File: config.mk
export PLATFORM = sky130hd
export DESIGN_NAME = instr_fetch_unit
export DESIGN_NICKNAME = d
export VERILOG_FILES = /design/src/rtl/instr_fetch_unit.sv
export SDC_FILE = /design/constraint.sdc
export NUM_CORES = 1
export LEC_CHECK = 0
export CORE_MARGIN = 2
export CORE_UTILIZATION = 54
export DETAILED_ROUTE_END_ITERATION = 10
export MAX_ROUTING_LAYER = met4
export PLACE_DENSITY = 0.79
export RECOVER_POWER = 50
export SLEW_MARGIN = 20
export SYNTH_ARGS = -nofsm -noshare
export SYNTH_HDL_FRONTEND = slang
export SYNTH_SLANG_ARGS = --single-unit
File: constraint.sdc
create_clock -name clk -period 10.82 [get_ports clk]
set_clock_uncertainty 0.2 [all_clocks]
set_input_delay 1.623 -clock clk [delete_from_list [all_inputs] [get_ports clk]]
set_output_delay 1.623 -clock clk [all_outputs]
set_load 0.1 [all_outputs]
File: src/rtl/instr_fetch_unit.sv
// Fetch stage: owns the fetch PC, keeps one instruction-memory read in flight and
// buffers returned words in a small prefetch FIFO feeding decode over valid/ready.
module instr_fetch_unit #(
  parameter int unsigned       ADDR_W     = 32,
  parameter int unsigned       INSTR_W    = 32,
  parameter logic [ADDR_W-1:0] RESET_PC   = '0,
  parameter int unsigned       FIFO_DEPTH = 2
) (
  input  logic               clk,
  input  logic               reset,
  output logic               imem_req,
  output logic [ADDR_W-1:0]  imem_addr,
  input  logic               imem_ack,
  input  logic [INSTR_W-1:0] imem_rdata,
  output logic               dec_valid,
  input  logic               dec_ready,
  output logic [INSTR_W-1:0] dec_instr,
  output logic [ADDR_W-1:0]  dec_pc,
  input  logic               branch_taken,
  input  logic [ADDR_W-1:0]  branch_target
);

  localparam int unsigned PTR_W = (FIFO_DEPTH > 1) ? $clog2(FIFO_DEPTH) : 1;
  localparam int unsigned CNT_W = PTR_W + 1;
  localparam int unsigned ENT_W = ADDR_W + INSTR_W;
  localparam logic [CNT_W-1:0] DEPTH_C = CNT_W'(FIFO_DEPTH);

  localparam logic [1:0] S_IDLE  = 2'd0;
  localparam logic [1:0] S_REQ   = 2'd1;
  localparam logic [1:0] S_DRAIN = 2'd2;

  logic [1:0]        state, state_nxt;
  logic [ADDR_W-1:0] fetch_pc, fetch_pc_nxt;
  logic              req_nxt;
  logic [ADDR_W-1:0] addr_nxt;

  logic [ENT_W-1:0]  mem [FIFO_DEPTH];
  logic [PTR_W-1:0]  wr_ptr, rd_ptr, wr_ptr_nxt, rd_ptr_nxt;
  logic [CNT_W-1:0]  count, count_pop, count_nxt;
  logic [ENT_W-1:0]  head_nxt;

  logic              push, pop;
  logic [ADDR_W-1:0] target;

  // Redirect wins over everything: wrong-path pushes and pops are suppressed.
  assign target    = branch_target & ~ADDR_W'(3);
  assign pop       = dec_valid & dec_ready & ~branch_taken;
  assign push      = (state == S_REQ) & imem_ack & ~branch_taken;
  assign count_pop = count - CNT_W'(pop);

  // FIFO bookkeeping and next head word (bypass when the pushed word becomes head).
  always_comb begin
    count_nxt  = count_pop + CNT_W'(push);
    wr_ptr_nxt = wr_ptr + PTR_W'(push);
    rd_ptr_nxt = rd_ptr + PTR_W'(pop);
    head_nxt   = '0;
    if (branch_taken) begin
      count_nxt  = '0;
      wr_ptr_nxt = '0;
      rd_ptr_nxt = '0;
    end else if (count_nxt != '0) begin
      if (count_pop == '0) head_nxt = {imem_addr, imem_rdata};
      else                 head_nxt = mem[rd_ptr_nxt];
    end
  end

  // Request FSM: next state, next request and fetch PC.
  always_comb begin
    state_nxt    = state;
    req_nxt      = imem_req;
    addr_nxt     = imem_addr;
    fetch_pc_nxt = fetch_pc;
    case (state)
      S_IDLE: begin
        if (branch_taken) begin
          fetch_pc_nxt = target;
          req_nxt      = 1'b1;
          addr_nxt     = target;
          state_nxt    = S_REQ;
        end else if (count_pop < DEPTH_C) begin
          req_nxt   = 1'b1;
          addr_nxt  = fetch_pc;
          state_nxt = S_REQ;
        end
      end
      S_REQ: begin
        if (branch_taken) begin
          fetch_pc_nxt = target;
          if (imem_ack) begin
            addr_nxt = target;
          end else begin
            state_nxt = S_DRAIN;
          end
        end else if (imem_ack) begin
          fetch_pc_nxt = fetch_pc + ADDR_W'(4);
          if (count_nxt < DEPTH_C) begin
            addr_nxt = fetch_pc + ADDR_W'(4);
          end else begin
            req_nxt   = 1'b0;
            state_nxt = S_IDLE;
          end
        end
      end
      S_DRAIN: begin
        if (branch_taken) fetch_pc_nxt = target;
        if (imem_ack) begin
          req_nxt   = 1'b1;
          addr_nxt  = branch_taken ? target : fetch_pc;
          state_nxt = S_REQ;
        end
      end
      default: begin
        req_nxt   = 1'b0;
        state_nxt = S_IDLE;
      end
    endcase
  end

  always_ff @(posedge clk or negedge reset) begin
    if (!reset) begin
      state     <= S_IDLE;
      fetch_pc  <= RESET_PC;
      imem_req  <= 1'b0;
      imem_addr <= RESET_PC;
      count     <= '0;
      wr_ptr    <= '0;
      rd_ptr    <= '0;
      dec_valid <= 1'b0;
      dec_pc    <= '0;
      dec_instr <= '0;
    end else begin
      state     <= state_nxt;
      fetch_pc  <= fetch_pc_nxt;
      imem_req  <= req_nxt;
      imem_addr <= addr_nxt;
      count     <= count_nxt;
      wr_ptr    <= wr_ptr_nxt;
      rd_ptr    <= rd_ptr_nxt;
      dec_valid <= (count_nxt != '0);
      {dec_pc, dec_instr} <= head_nxt;
    end
  end

  // Prefetch storage; contents are only meaningful under count, so no reset.
  always_ff @(posedge clk) begin
    if (push) mem[wr_ptr] <= {imem_addr, imem_rdata};
  end

endmodule
# Word level (Yosys, flattened, before mapping)
# Memory sizes are Yosys's and may differ from the RTL's.
# Cells that the tools add are included.
# Widths: inputs -> output; s select.
[op_classes] n_addsub=5 magnitude_cmp=2 n_eq_ne=11 mux=35 bitwise=5 n_reduce_logical=11
[op_table] op="$mux 32" n=10
[op_table] op="$mux 64" n=3
[op_table] op="$pmux 32 s3" n=1
[op_table] op="$pmux 32 s2" n=1
[op_table] op="$add 32x3->32 const B" n=1
[op_table] op="$mux 2" n=8
[op_table] op="$reduce_and 5->1" n=3
[op_table] op="$ne 3x3->1 const B" n=4
[op_table] op="$mux 1" n=10
[op_table] op="$ne 2x2->1 const B" n=4
[op_table] op="$pmux 2 s3" n=1
[op_table] op="$reduce_bool 2->1" n=3
[op_table] op="$and 1x1->1" n=4
[op_table] op="$logic_not 2->1" n=2
[op_table] op="$lt 2x2->1 const B" n=2
[op_table] op="$ne 3x2->1 const B" n=1
[op_table] op="$pmux 1 s3" n=1
[op_table] op="$reduce_bool 3->1" n=1
[op_table] op="$add 1x1->1" n=2
[op_table] op="$add 2x1->2" n=1
[op_table] op="$eq 2x1->1 const B" n=1
[op_table] op="$eq 2x2->1 const B" n=1
[op_table] op="$reduce_and 2->1" n=1
[op_table] op="$reduce_or 2->1" n=1
[op_table] op="other kinds (2)" n=2
[word_totals] regBits=136 ramBits=128 output_inout_bits=98 wordCells=80 mem_count=1
[memory_table] memory="mem" words=2 width=64 rd=1 rd_ports_with_merged_regs=0 write_ports=1 line="37" rtl="logic [ENT_W-1:0] mem [FIFO_DEPTH];"

# Depth between registers and ports, before layout
# Gate-level depths: netlist of the first run.
[logic_depth] depth_word=10 depth_mapped=13 depth_no_buf=10

# Worst setup path before layout of the first run
# OpenSTA, ideal clock, no wires.
[synth_timing] kind="input -> register" start="input branch_taken" end="memory mem[1][0] (netlist name) (enable)" t_arrival_ps=4187 t_required_ps=10191 setup_slack_ps=6004 path_stages=6 path_buffers=3 path_cell_list="buf_2 > inv_1 > clkbuf_1 > clkbuf_1 > and3_1 > ha_1"
[synth_between] elab_chain_cells=4
[synth_lines] item="from (decl)" line="19" rtl="input logic branch_taken,"
[synth_lines] item="$not 1->1" line="48" rtl="assign push = (state == S_REQ) & imem_ack & ~branch_taken;"
[synth_lines] item="$and 1x1->1" line="48"
[synth_lines] item="$mux 1" line="146" rtl="if (push) mem[wr_ptr] <= {imem_addr, imem_rdata};"
[synth_lines] item="$mux 1 (implied by the code)" line="146"
[synth_lines] item="to (decl)" line="37"
# Every way passes these cells.

# Worst setup path after layout of the first run
[layout_timing] start="input branch_taken" end="register imem_addr[18]"
[layout_between] elab_chain_cells=8 elab_cells_between_ends=16
[layout_lines] item="$not 1->1" line="47, 48"
[layout_lines] item="$and 1x1->1" line="47" rtl="assign pop = dec_valid & dec_ready & ~branch_taken;"
[layout_lines] item="$sub 2x1->2" line="49" rtl="assign count_pop = count - CNT_W'(pop);"
[layout_lines] item="$add 2x1->2" line="53" rtl="count_nxt = count_pop + CNT_W'(push);"
[layout_lines] item="$mux 2" line="57" rtl="if (branch_taken) begin"
[layout_lines] item="$lt 2x2->1" line="96" rtl="if (count_nxt < DEPTH_C) begin"
[layout_lines] item="$ne 3x2->1 (no source line)"
[layout_lines] item="$reduce_and 5->1 (no source line)"
[layout_lines] item="to (signal assigned)" line="135" rtl="imem_addr <= addr_nxt;"
[layout_lines] item="to (decl)" line="12" rtl="output logic [ADDR_W-1:0] imem_addr,"
# Parallel ways exist; a longest one is shown, timed or not. The select of a mux whose other input is x is not followed.
# A chain may end at the register's enable or synchronous reset.

==> results.tsv, run 1 <==
stage	metric	value	unit
detailed_routing	Pre-antenna DRT Iters	5	
synthesis	Synth Instances	1054	
clocking	htree depth	1	
synthesis	ys flop type	dfrtp_1	
timing	fmax	156	MHz
clocking	Longest Clk Path Bufs	3	
final_layout	nets	1241	
detailed_routing	drt first-iter violations	796	
status	failing checks	capacitance limit, slew limit	
placement	GP Congestion	0.880	
detailed_routing	vias	8999	
setup_path	Worst Path Buf+Inv	3	
detailed_routing	Residual DRC	0	
setup_path	Critical Path End Type	flop	
timing	Slew Viols, Final	269	
timing	fin crit period	6420	ps
setup_path	Slowest-stage cell, CP	clkbuf_1	
min_path	worst min-delay path category	reg2reg	
setup_path	slowest stage delay, CP	1100	ps
detailed_routing	drt total wl	29300	µm
global_route	GRT Max-Usage Layer	met2	
clocking	clk slew on worst S/H paths	60	ps
global_route	initial antenna violation count	0	
clocking	Resize count post-CTS	0	
floorplan	Die Ht	154	µm
final_layout	Fill cells	1626	
power	VDD IR max	0.191	mV
final_layout	# diodes	0	
global_route	Global Route met3 Usage	4.00	%
setup_path	Worst setup endpoint	imem_addr[18]	
global_route	first-pass GRT wire length	47200	µm
placement	Port Buffer Count	164	
setup_path	RR Startpoint	state[1]	
setup_path	Crit. Startpoint	branch_taken	
placement	number of placed instances with taps included	1417	
global_route	met2 Track Usage GR	39.1	%
power	P_leak	5.95	nW
synthesis	syn_nets	1128	
setup_path	Worst Path Required	11040	ps
clocking	CTS tree	built	
global_route	met1 usage	35.4	%
setup_path	top cell family by delay on the critical path	buffers and inverters	
detailed_routing	Via density	6.13	
timing	Sum Neg Setup Slack	0	ps
timing	setup violators final	0	
clocking	Worst-Skew Late Latency	540	ps
timing	WHS	333	ps
floorplan	IO Pins	167	
synthesis	Synth warnings	0	
clocking	root buf cell	clkbuf_16	
setup_path	R2R Path End	imem_addr[18]	
detailed_routing	routed len/inst	20.0	µm
global_route	largest net degree at the start of global routing	101	
synthesis	async set-reset flop share out of synthesis	51.5	%
floorplan	Initial Utilization	55.2	%
clocking	Hold-fix buffers, CTS	0	
setup_path	Levels on crit path	11	
floorplan	die width	154	µm
setup_path	worst-case reg-to-reg path depth	8	
clocking	Num CTS Buffers	28	
setup_path	crit path launch type	primary input	
setup_path	Worst EP arrival	6640	ps
synthesis	Synth Area per Inst	11.5	µm²
synthesis	register area share after synthesis	59.9	%
synthesis	Seq cells post-synth	264	
global_route	gr ovfl total	0	
setup_path	CP max FO	48	
placement	Final HPWL DP	18200	µm
timing	Slew @ Worst Pin	3800	ps
final_layout	share of cells above drive strength 1	6.90	%
clocking	post-CTS setup buffer count	0	
global_route	Total GRT Usage	25.3	%
setup_path	crit path cell chain	clkbuf_1 -> inv_1 -> and3_1 -> ha_1 -> inv_1 -> ha_1 -> a211o_1 -> mux2i_1 -> or2_2 -> a41oi_1 -> a22o_1	
detailed_routing	ANT nets after route	0	
final_layout	Layout area overhead	21.4	%
synthesis	Post-synth EDFFs	128	
min_path	hold path depth	1	
global_route	vias in the first global route	8714	
timing	RSZ-0062 raised after global routing	no	
synthesis	unique cell type count in the Yosys netlist	72	
final_layout	Finished Layout Cells	1469	
timing	Slew headroom	-154	%
setup_path	R2R Setup Slk	6870	ps
floorplan	# rows	54	
power	PwrDens	312	nW/µm²
timing	final period utilization	59.3	%
job	Max Cap Viol	6	
floorplan	DIE AREA	23600	µm²
clocking	CTS Sinks	264	
timing	Hold Fails Final Rpt	0	
setup_path	crit path kind	in2reg	
synthesis	Post-Syn Area	12100	µm²
status	status	finished with violations	
floorplan	core area	21900	µm²
[report_power, final]
group | leakage (nW) | internal (W) | total (W) | switching (W)
clock network | 0.424 | 0.000529 | 0.000914 | 0.000385
logic | 2.60 | 0.000505 | 0.00211 | 0.00160
registers | 2.92 | 0.00131 | 0.00155 | 0.000237
[per-stage QoR]
step                      cell area, µm²  power (W)  worst slack [ps]  utilization, %
after floorplan                    12100    0.00314              6000               -
after global placement             13800    0.00364              4930            63.1
after detailed placement           13800    0.00368              4860            63.1
after CTS                          14700    0.00460              5390            67.2
after global routing               14700    0.00477              4110            67.0
final                              14700    0.00457              4400            67.0
[cell usage in the layout (no fill, tap or decap), types with 7 or more instances in the layout]
master / Yosys / routed
mux2_2: 14 / 14
o21ai_0: 58 / 58
a21oi_1: 46 / 46
and3_1: 9 / 9
nand4_1: 15 / 15
a31oi_1: 7 / 7
nand3_1: 33 / 33
nor2_1: 110 / 109
mux2i_1: 82 / 82
nor3_1: 17 / 17
clkdlybuf4s50_1: 0 / 98
buf_4: 4 / 7
nand2_1: 72 / 71
dlygate4sd3_1: 0 / 64
clkbuf_16: 0 / 29
dfrtp_1: 136 / 136
clkbuf_1: 57 / 10
a211oi_1: 72 / 72
nand2b_1: 7 / 7
edfxtp_1: 128 / 128
inv_1: 12 / 12
o31ai_1: 18 / 18
[routing by layer]
layer / vias to the layer above / wire length (µm)
met3: 59 / 2020
met5: - / 0
li1: 4182 / -
met2: 372 / 13700
met4: 0 / 753
met1: 4386 / 12800
[kinds of logic (layout without fill, tap and decap cells)]
logic type               Yosys count  after routing  synth area share [%]
AO/OA/AOI/OAI                    263            263                  14.5
XOR/XNOR                           7              7                 0.507
adder cells (fa/ha/maj)            5              5                 0.517
buffers and inverters            102            237                  3.50
AND/OR/NAND/NOR                  317            317                  12.9
multiplexers                      96             96                  8.09
flip-flops                       264            264                  59.9
[state kept, by name (all words and copies together), names as in the netlist, 2 cells and up]
| name | cells |
|---|---|
| count | 2 |
| dec_instr | 32 |
| dec_pc | 32 |
| fetch_pc | 32 |
| imem_addr | 32 |
| mem | 128 |
| state | 2 |
[Yosys cell counts, types with 3 or more instances]
cell / count / area [µm²]
a211oi_1: 72 / 541
a21o_1: 6 / 45.0
a21oi_1: 46 / 230
a221oi_1: 3 / 26.3
a22o_1: 6 / 52.6
a22oi_1: 4 / 30.0
a31oi_1: 7 / 43.8
and2_1: 5 / 31.3
and3_1: 9 / 56.3
and4_1: 5 / 43.8
buf_1: 8 / 30.0
buf_2: 19 / 95.1
buf_4: 4 / 30.0
clkbuf_1: 57 / 214
dfrtp_1: 136 / 3400
edfxtp_1: 128 / 3840
ha_1: 5 / 62.6
inv_1: 12 / 45.0
mux2_2: 14 / 158
mux2i_1: 82 / 821
nand2_1: 72 / 270
nand2b_1: 7 / 43.8
nand3_1: 33 / 165
nand4_1: 15 / 93.8
nor2_1: 110 / 413
nor2b_1: 6 / 37.5
nor3_1: 17 / 85.1
nor3b_1: 3 / 22.5
nor4_1: 6 / 37.5
o211ai_1: 4 / 30.0
o21ai_0: 58 / 290
o21bai_1: 3 / 22.5
o22ai_1: 5 / 31.3
o31ai_1: 18 / 135
o41ai_1: 6 / 52.6
or3_1: 5 / 31.3
or4_1: 6 / 45.0
or4_4: 3 / 33.8
xnor2_1: 5 / 43.8
[cell type report]
class	instances	area [µm²]	area share [%]
inverters	13	48.8	0.333
flip-flops and latches	264	7250	49.4
well taps	280	350	2.39
repair buffers	172	1690	11.5
clock inverters	14	105	0.716
multi-input cells	688	4460	30.4
clock buffers	38	779	5.31
[worst min path at each step]
| stage | slack (ps) | to | startpoint |
|---|---|---|---|
| final | 330 | fetch_pc[1] | fetch_pc[1] |
| after global routing | 360 | mem[1][44] | imem_addr[12] |
| after CTS | 340 | fetch_pc[1] | fetch_pc[1] |
| after detailed placement | 320 | mem[1][44] | imem_addr[12] |
| after global placement | 310 | mem[1][44] | imem_addr[12] |
| after floorplan | 310 | imem_addr[0] | fetch_pc[0] |
Note: power is estimated with default switching activity, not from simulation.
==> run 2, diff against run 1 <==
==> constraint.sdc (replaced) <==
create_clock -name clk -period 6.5 [get_ports clk]
set_clock_uncertainty 0.2 [all_clocks]
set_input_delay 0.975 -clock clk [delete_from_list [all_inputs] [get_ports clk]]
set_output_delay 0.975 -clock clk [all_outputs]
set_load 0.1 [all_outputs]
==> run 2 against run 1 <==
  * The flow still finishes with violations (capacitance limit, slew limit)
  * Combinational power increased by 67%
  * Global-route usage is 0.34 points lower
  * Sequential share of layout area fell by 0.31 points
  * Die area did not move
  * Routed wire length is 0.38% higher
  * Flip-flop and latch count unchanged
  * Count of clock-buffer cells in the layout decreased by 2
  * First-iteration DRC count fell by 7.3%
  * Largest cell class unchanged
  * Largest power group unchanged
==> results.tsv, run 2 (synthesis gave the netlist of run 1 again) <==
stage	metric	value	unit
placement	GP Congestion	0.873	
floorplan	# rows	54	
clocking	post-CTS setup buffer count	0	
setup_path	CP max FO	53	
global_route	gr ovfl total	0	
final_layout	share of cells above drive strength 1	6.89	%
job	Max Cap Viol	5	
clocking	htree depth	1	
placement	placed cell area	13800	µm²
timing	Sum Neg Setup Slack	0	ps
status	failing checks	capacitance limit, slew limit	
clocking	clk slew on worst S/H paths	60	ps
power	PwrDens	530	nW/µm²
setup_path	Worst EP arrival	5460	ps
clocking	root buf cell	clkbuf_16	
power	VDD IR max	0.293	mV
timing	Slew headroom	-108	%
detailed_routing	drt total wl	29400	µm
detailed_routing	vias	9111	
global_route	vias in the first global route	8591	
global_route	Total GRT Usage	25.0	%
setup_path	RR Startpoint	dec_valid	
setup_path	crit path launch type	primary input	
setup_path	Worst Path Required	6720	ps
floorplan	die width	154	µm
detailed_routing	ANT nets after route	0	
global_route	first-pass GRT wire length	46500	µm
setup_path	Critical Path End Type	flop	
detailed_routing	Pre-antenna DRT Iters	5	
setup_path	slowest stage delay, CP	1320	ps
floorplan	DIE AREA	23600	µm²
timing	Slew @ Worst Pin	3120	ps
placement	dpl ws	1760	ps
floorplan	Die Ht	154	µm
status	status	finished with violations	
final_layout	nets	1242	
setup_path	CP dominant cell by count	clkbuf_1	
final_layout	max reg flops	128	
floorplan	IO Pins	167	
timing	Hold Fails Final Rpt	0	
placement	Port Buffer Count	164	
setup_path	crit path kind	in2reg	
timing	fmax	191	MHz
power	Tot Pwr	0.00783	W
timing	setup violators final	0	
min_path	worst min-delay path category	in2async	
detailed_routing	drt first-iter violations	738	
setup_path	worst-case reg-to-reg path depth	5	
timing	Final WS setup	1260	ps
power	P_leak	5.90	nW
global_route	largest net degree at the start of global routing	92	
clocking	Num CTS Buffers	28	
final_layout	Fill cells	1648	
clocking	CTS Sinks	264	
clocking	Resize count post-CTS	0	
global_route	initial antenna violation count	0	
timing	RSZ-0062 raised after global routing	no	
placement	Final HPWL DP	18200	µm
clocking	Longest Clk Path Bufs	3	
floorplan	core area	21900	µm²
timing	WHS	302	ps
setup_path	crit path cell chain	clkbuf_1 -> inv_1 -> clkbuf_1 -> and3_1 -> xnor2_1 -> buf_4 -> mux2i_1 -> a211oi_1	
detailed_routing	Via density	6.20	
setup_path	Slowest-stage cell, CP	xnor2_1	
floorplan	Initial Utilization	55.2	%
final_layout	most frequent cells in the layout	dfrtp_1, clkdlybuf4s50_1, edfxtp_1, nor2_1, mux2i_1	
final_layout	fin area	14800	µm²
clocking	CTS tree	built	
setup_path	Crit. Startpoint	branch_taken	
detailed_routing	routed len/inst	20.0	µm
timing	Slew Viols, Final	248	
timing	final period utilization	80.6	%
clocking	Hold-fix buffers, CTS	0	
final_layout	Most flops, register	mem	
timing	fin crit period	5240	ps
detailed_routing	Residual DRC	0	
final_layout	Layout area overhead	22.2	%
clocking	Worst-Skew Late Latency	550	ps
final_layout	most common cell after layout, fill and taps aside	dfrtp_1	
final_layout	# diodes	0	
-- run 2: cell types whose count changed in the layout (fill, tap and decap cells not counted), sizes merged --
cell           change
inv                +1
clkbuf             -1
clkdlybuf4s50     +32
clkinvlp           -3
dlygate4sd3       -32
bufinv             +4
-- run 2: power breakdown --
group | switching, W | internal, W
combinational | 0.00267 | 0.000867
clock | 0.000673 | 0.00104
sequential | 0.000398 | 0.00219
-- run 2: worst max-delay path, delay by kind of cell --
kind / cells / cell delay (ps)
simple gates: 1 / 370
buf+inv: 4 / 2120
mux: 1 / 220
compound gates: 1 / 340
xor+xnor: 1 / 1320
-- run 2: worst paths after layout --
kind | endpoint | slack [ps]
worst min-delay path | dec_instr[11] | 300
worst max-delay path | dec_instr[20] | 1260
worst min register to register | mem[1][44] | 330
worst max register to register | dec_instr[20] | 2710
max in group asynchronous | dec_instr[30] | 2770
min in group clk | mem[1][44] | 330
-- run 2: area by class of cell --
cell class | count | area [µm²] | share of cell area [%]
Clock buffer | 36 | 771 | 5.22
Clock inverter | 16 | 233 | 1.58
Inverter | 13 | 48.8 | 0.330
Multi-Input combinational cell | 688 | 4430 | 30.0
Sequential cell | 264 | 7250 | 49.1
Tap cell | 280 | 350 | 2.37
Timing Repair Buffer | 173 | 1690 | 11.5
-- run 2: stage by stage --
step / util [%] / cells
4_1_cts: 67.7 / 1470
3_3_place_gp: 63.2 / 1418
5_1_grt: 67.5 / 1470
6_report: 67.5 / 1470
2_1_floorplan: - / 1054
3_5_place_dp: 63.2 / 1418
-- run 2: metal layers --
metal	up-vias	GRT usage, %	share of wire [%]
li1	4194	-	-
met1	4435	34.1	42
met3	70	3.89	8.0
met4	0	7.47	3.0
met2	412	39.2	47
met5	-	-	0
==> run 3, diff against run 2 <==
==> constraint.sdc (replaced) <==
create_clock -name clk -period 5.3 [get_ports clk]
set_clock_uncertainty 0.2 [all_clocks]
set_input_delay 0.795 -clock clk [delete_from_list [all_inputs] [get_ports clk]]
set_output_delay 0.795 -clock clk [all_outputs]
set_load 0.1 [all_outputs]
==> run 3 against run 2 <==
  * The flow still finishes with violations (capacitance limit, slew limit)
  * Final cell count rose by 0.20%
  * Sequential share of layout area barely moved
  * Flip-flop and latch count did not move
  * Setup slack got worse by 210 ps
  * Power rose by 21%
  * Critical path depth fell by 5
  * First-iteration DRC count rose by 17%
  * Utilization barely moved
  * Count of clock-buffer cells in the layout did not move
  * Non-clock buffer count rose by 3
  * Critical path type is now reg2reg
  * Highest routed layer unchanged
==> results.tsv, run 3 (synthesis gave the netlist of run 1 again) <==
stage	metric	value	unit
setup_path	Crit. Startpoint	state[0]	
setup_path	CP max FO	64	
power	PwrDens	641	nW/µm²
final_layout	Most flops, register	mem	
setup_path	R2R Setup Slk	1060	ps
clocking	Longest Clk Path Bufs	3	
clocking	Num CTS Buffers	28	
power	P_leak	5.92	nW
floorplan	Initial Utilization	55.2	%
status	failing checks	capacitance limit, slew limit	
timing	Slew Viols, Final	205	
timing	fin crit period	4240	ps
final_layout	nets	1245	
status	status	finished with violations	
min_path	worst hold start	imem_addr[7]	
setup_path	RR Startpoint	state[0]	
setup_path	Critical Path End Type	flop	
floorplan	# rows	54	
detailed_routing	Via density	6.13	
global_route	initial antenna violation count	0	
final_layout	most frequent cells in the layout	dfrtp_1, clkdlybuf4s50_1, edfxtp_1, nor2_1, mux2i_1	
power	net switching fraction of the power	48.2	%
clocking	root buf cell	clkbuf_16	
detailed_routing	vias	9035	
setup_path	slowest stage delay, CP	2240	ps
final_layout	max reg flops	128	
clocking	CTS Sinks	264	
floorplan	die width	154	µm
setup_path	crit path kind	reg2reg	
final_layout	# diodes	0	
floorplan	Die Ht	154	µm
timing	Slew headroom	-101	%
power	sequential fraction of design power	33.6	%
setup_path	crit path cell chain	nor2b_1 -> and3_1 -> ha_1	
final_layout	Fill cells	1634	
setup_path	crit path launch type	flop	
final_layout	share of cells above drive strength 1	7.71	%
floorplan	IO Pins	167	
timing	final period utilization	80.1	%
timing	Hold Fails Final Rpt	0	
setup_path	Worst EP arrival	4120	ps
setup_path	Worst Path Required	5170	ps
clocking	Worst-Skew Late Latency	530	ps
clocking	CTS tree	built	
power	Sw Pwr	0.00456	W
global_route	first-pass GRT wire length	46800	µm
power	combinational share of power	45.8	%
detailed_routing	drt total wl	29000	µm
timing	Sum Neg Setup Slack	0	ps
job	Max Cap Viol	3	
clocking	Hold-fix buffers, CTS	0	
final_layout	most common cell after layout, fill and taps aside	dfrtp_1	
timing	fmax	236	MHz
setup_path	Slowest-stage cell, CP	ha_1	
detailed_routing	ANT nets after route	0	
power	Clk network pwr share	20.5	%
global_route	Total GRT Usage	24.9	%
clocking	post-CTS setup buffer count	0	
setup_path	Worst Path Buf+Inv	0	
min_path	hold path depth	0	
timing	RSZ-0062 raised after global routing	no	
min_path	worst min-delay path category	reg2reg	
placement	Final HPWL DP	18200	µm
timing	WHS	329	ps
clocking	htree depth	1	
power	internal power	0.00490	W
global_route	gr ovfl total	0	
floorplan	core area	21900	µm²
clocking	Resize count post-CTS	0	
placement	Port Buffer Count	164	
min_path	Worst Hold Path EP	mem[0][39]	
floorplan	DIE AREA	23600	µm²
setup_path	R2R Path End	mem[0][8]	
detailed_routing	drt first-iter violations	867	
final_layout	Layout area overhead	22.1	%
global_route	largest net degree at the start of global routing	97	
detailed_routing	Pre-antenna DRT Iters	5	
clocking	clk slew on worst S/H paths	60	ps
timing	setup violators final	0	
detailed_routing	routed len/inst	19.7	µm
power	VDD IR max	0.454	mV
timing	Slew @ Worst Pin	3020	ps
setup_path	worst-case reg-to-reg path depth	3	
placement	GP Congestion	0.878	
global_route	vias in the first global route	8717	
setup_path	top cell family by delay on the critical path	adder cells	
detailed_routing	Residual DRC	0	
[run 3: cell count changes in the layout (fill, tap and decap cells not counted), moves of 2 or more]
| cell | change |
|---|---|
| bufinv_16 | -3 |
| clkinv_2 | +7 |
| nor4_1 | -2 |
| clkinv_8 | -2 |
| clkbuf_1 | -2 |
| buf_4 | +3 |
| clkinv_1 | -3 |
| clkbuf_2 | +2 |
[run 3: routing by layer]
metal | share of wire, % | vias up | global-route usage (%)
met5 | 0 | - | -
met4 | 1.7 | 0 | 6.29
met3 | 7.2 | 35 | 3.02
met2 | 48 | 403 | 39.1
met1 | 43 | 4399 | 35.2
li1 | - | 4198 | -
[run 3: how the worst max path moves through the flow]
stage                                to  slack (ps)  depth (start not counted)
final                         mem[0][8]        1060                          3
after global routing         mem[0][23]         760                          3
after CTS                 imem_addr[13]        1650                         10
after detailed placement   imem_addr[0]        1100                         11
after global placement    imem_addr[14]        1150                         10
after floorplan               mem[1][0]        1310                          6
[run 3: layout make-up]
| type | count | area [µm²] | area share (%) |
|---|---|---|---|
| Sequential cell | 264 | 7250 | 49.1 |
| Multi-Input combinational cell | 688 | 4470 | 30.2 |
| Tap cell | 280 | 350 | 2.37 |
| Clock inverter | 16 | 143 | 0.966 |
| Clock buffer | 36 | 782 | 5.30 |
| Inverter | 13 | 48.8 | 0.331 |
| Timing Repair Buffer | 176 | 1730 | 11.7 |
[run 3: through the flow]
step / util (%) / setup slack (ps) / cells / area, µm² / total power (W)
after global routing: 67.4 / 760 / 1473 / 14800 / 0.00986
after floorplan: - / 1310 / 1054 / 12100 / 0.00640
final: 67.4 / 1060 / 1473 / 14800 / 0.00946
after detailed placement: 63.3 / 1100 / 1421 / 13900 / 0.00754
after global placement: 63.3 / 1150 / 1421 / 13900 / 0.00744
after CTS: 67.5 / 1650 / 1473 / 14800 / 0.00948
[run 3: worst reg2reg max path, stage by stage (launching register included)]
cell and delay, ps:
dfrtp_1 770, nor2b_1 250, and3_1 280, ha_1 2240
[run 3: power by group through the flow]
stage               sequential [W]  clock (W)  combinational [W]
global route               0.00325    0.00204            0.00456
finish                     0.00318    0.00194            0.00434
global placement           0.00318          0            0.00427
detailed placement         0.00320          0            0.00433
CTS                        0.00317    0.00196            0.00435
floorplan                  0.00496          0            0.00144
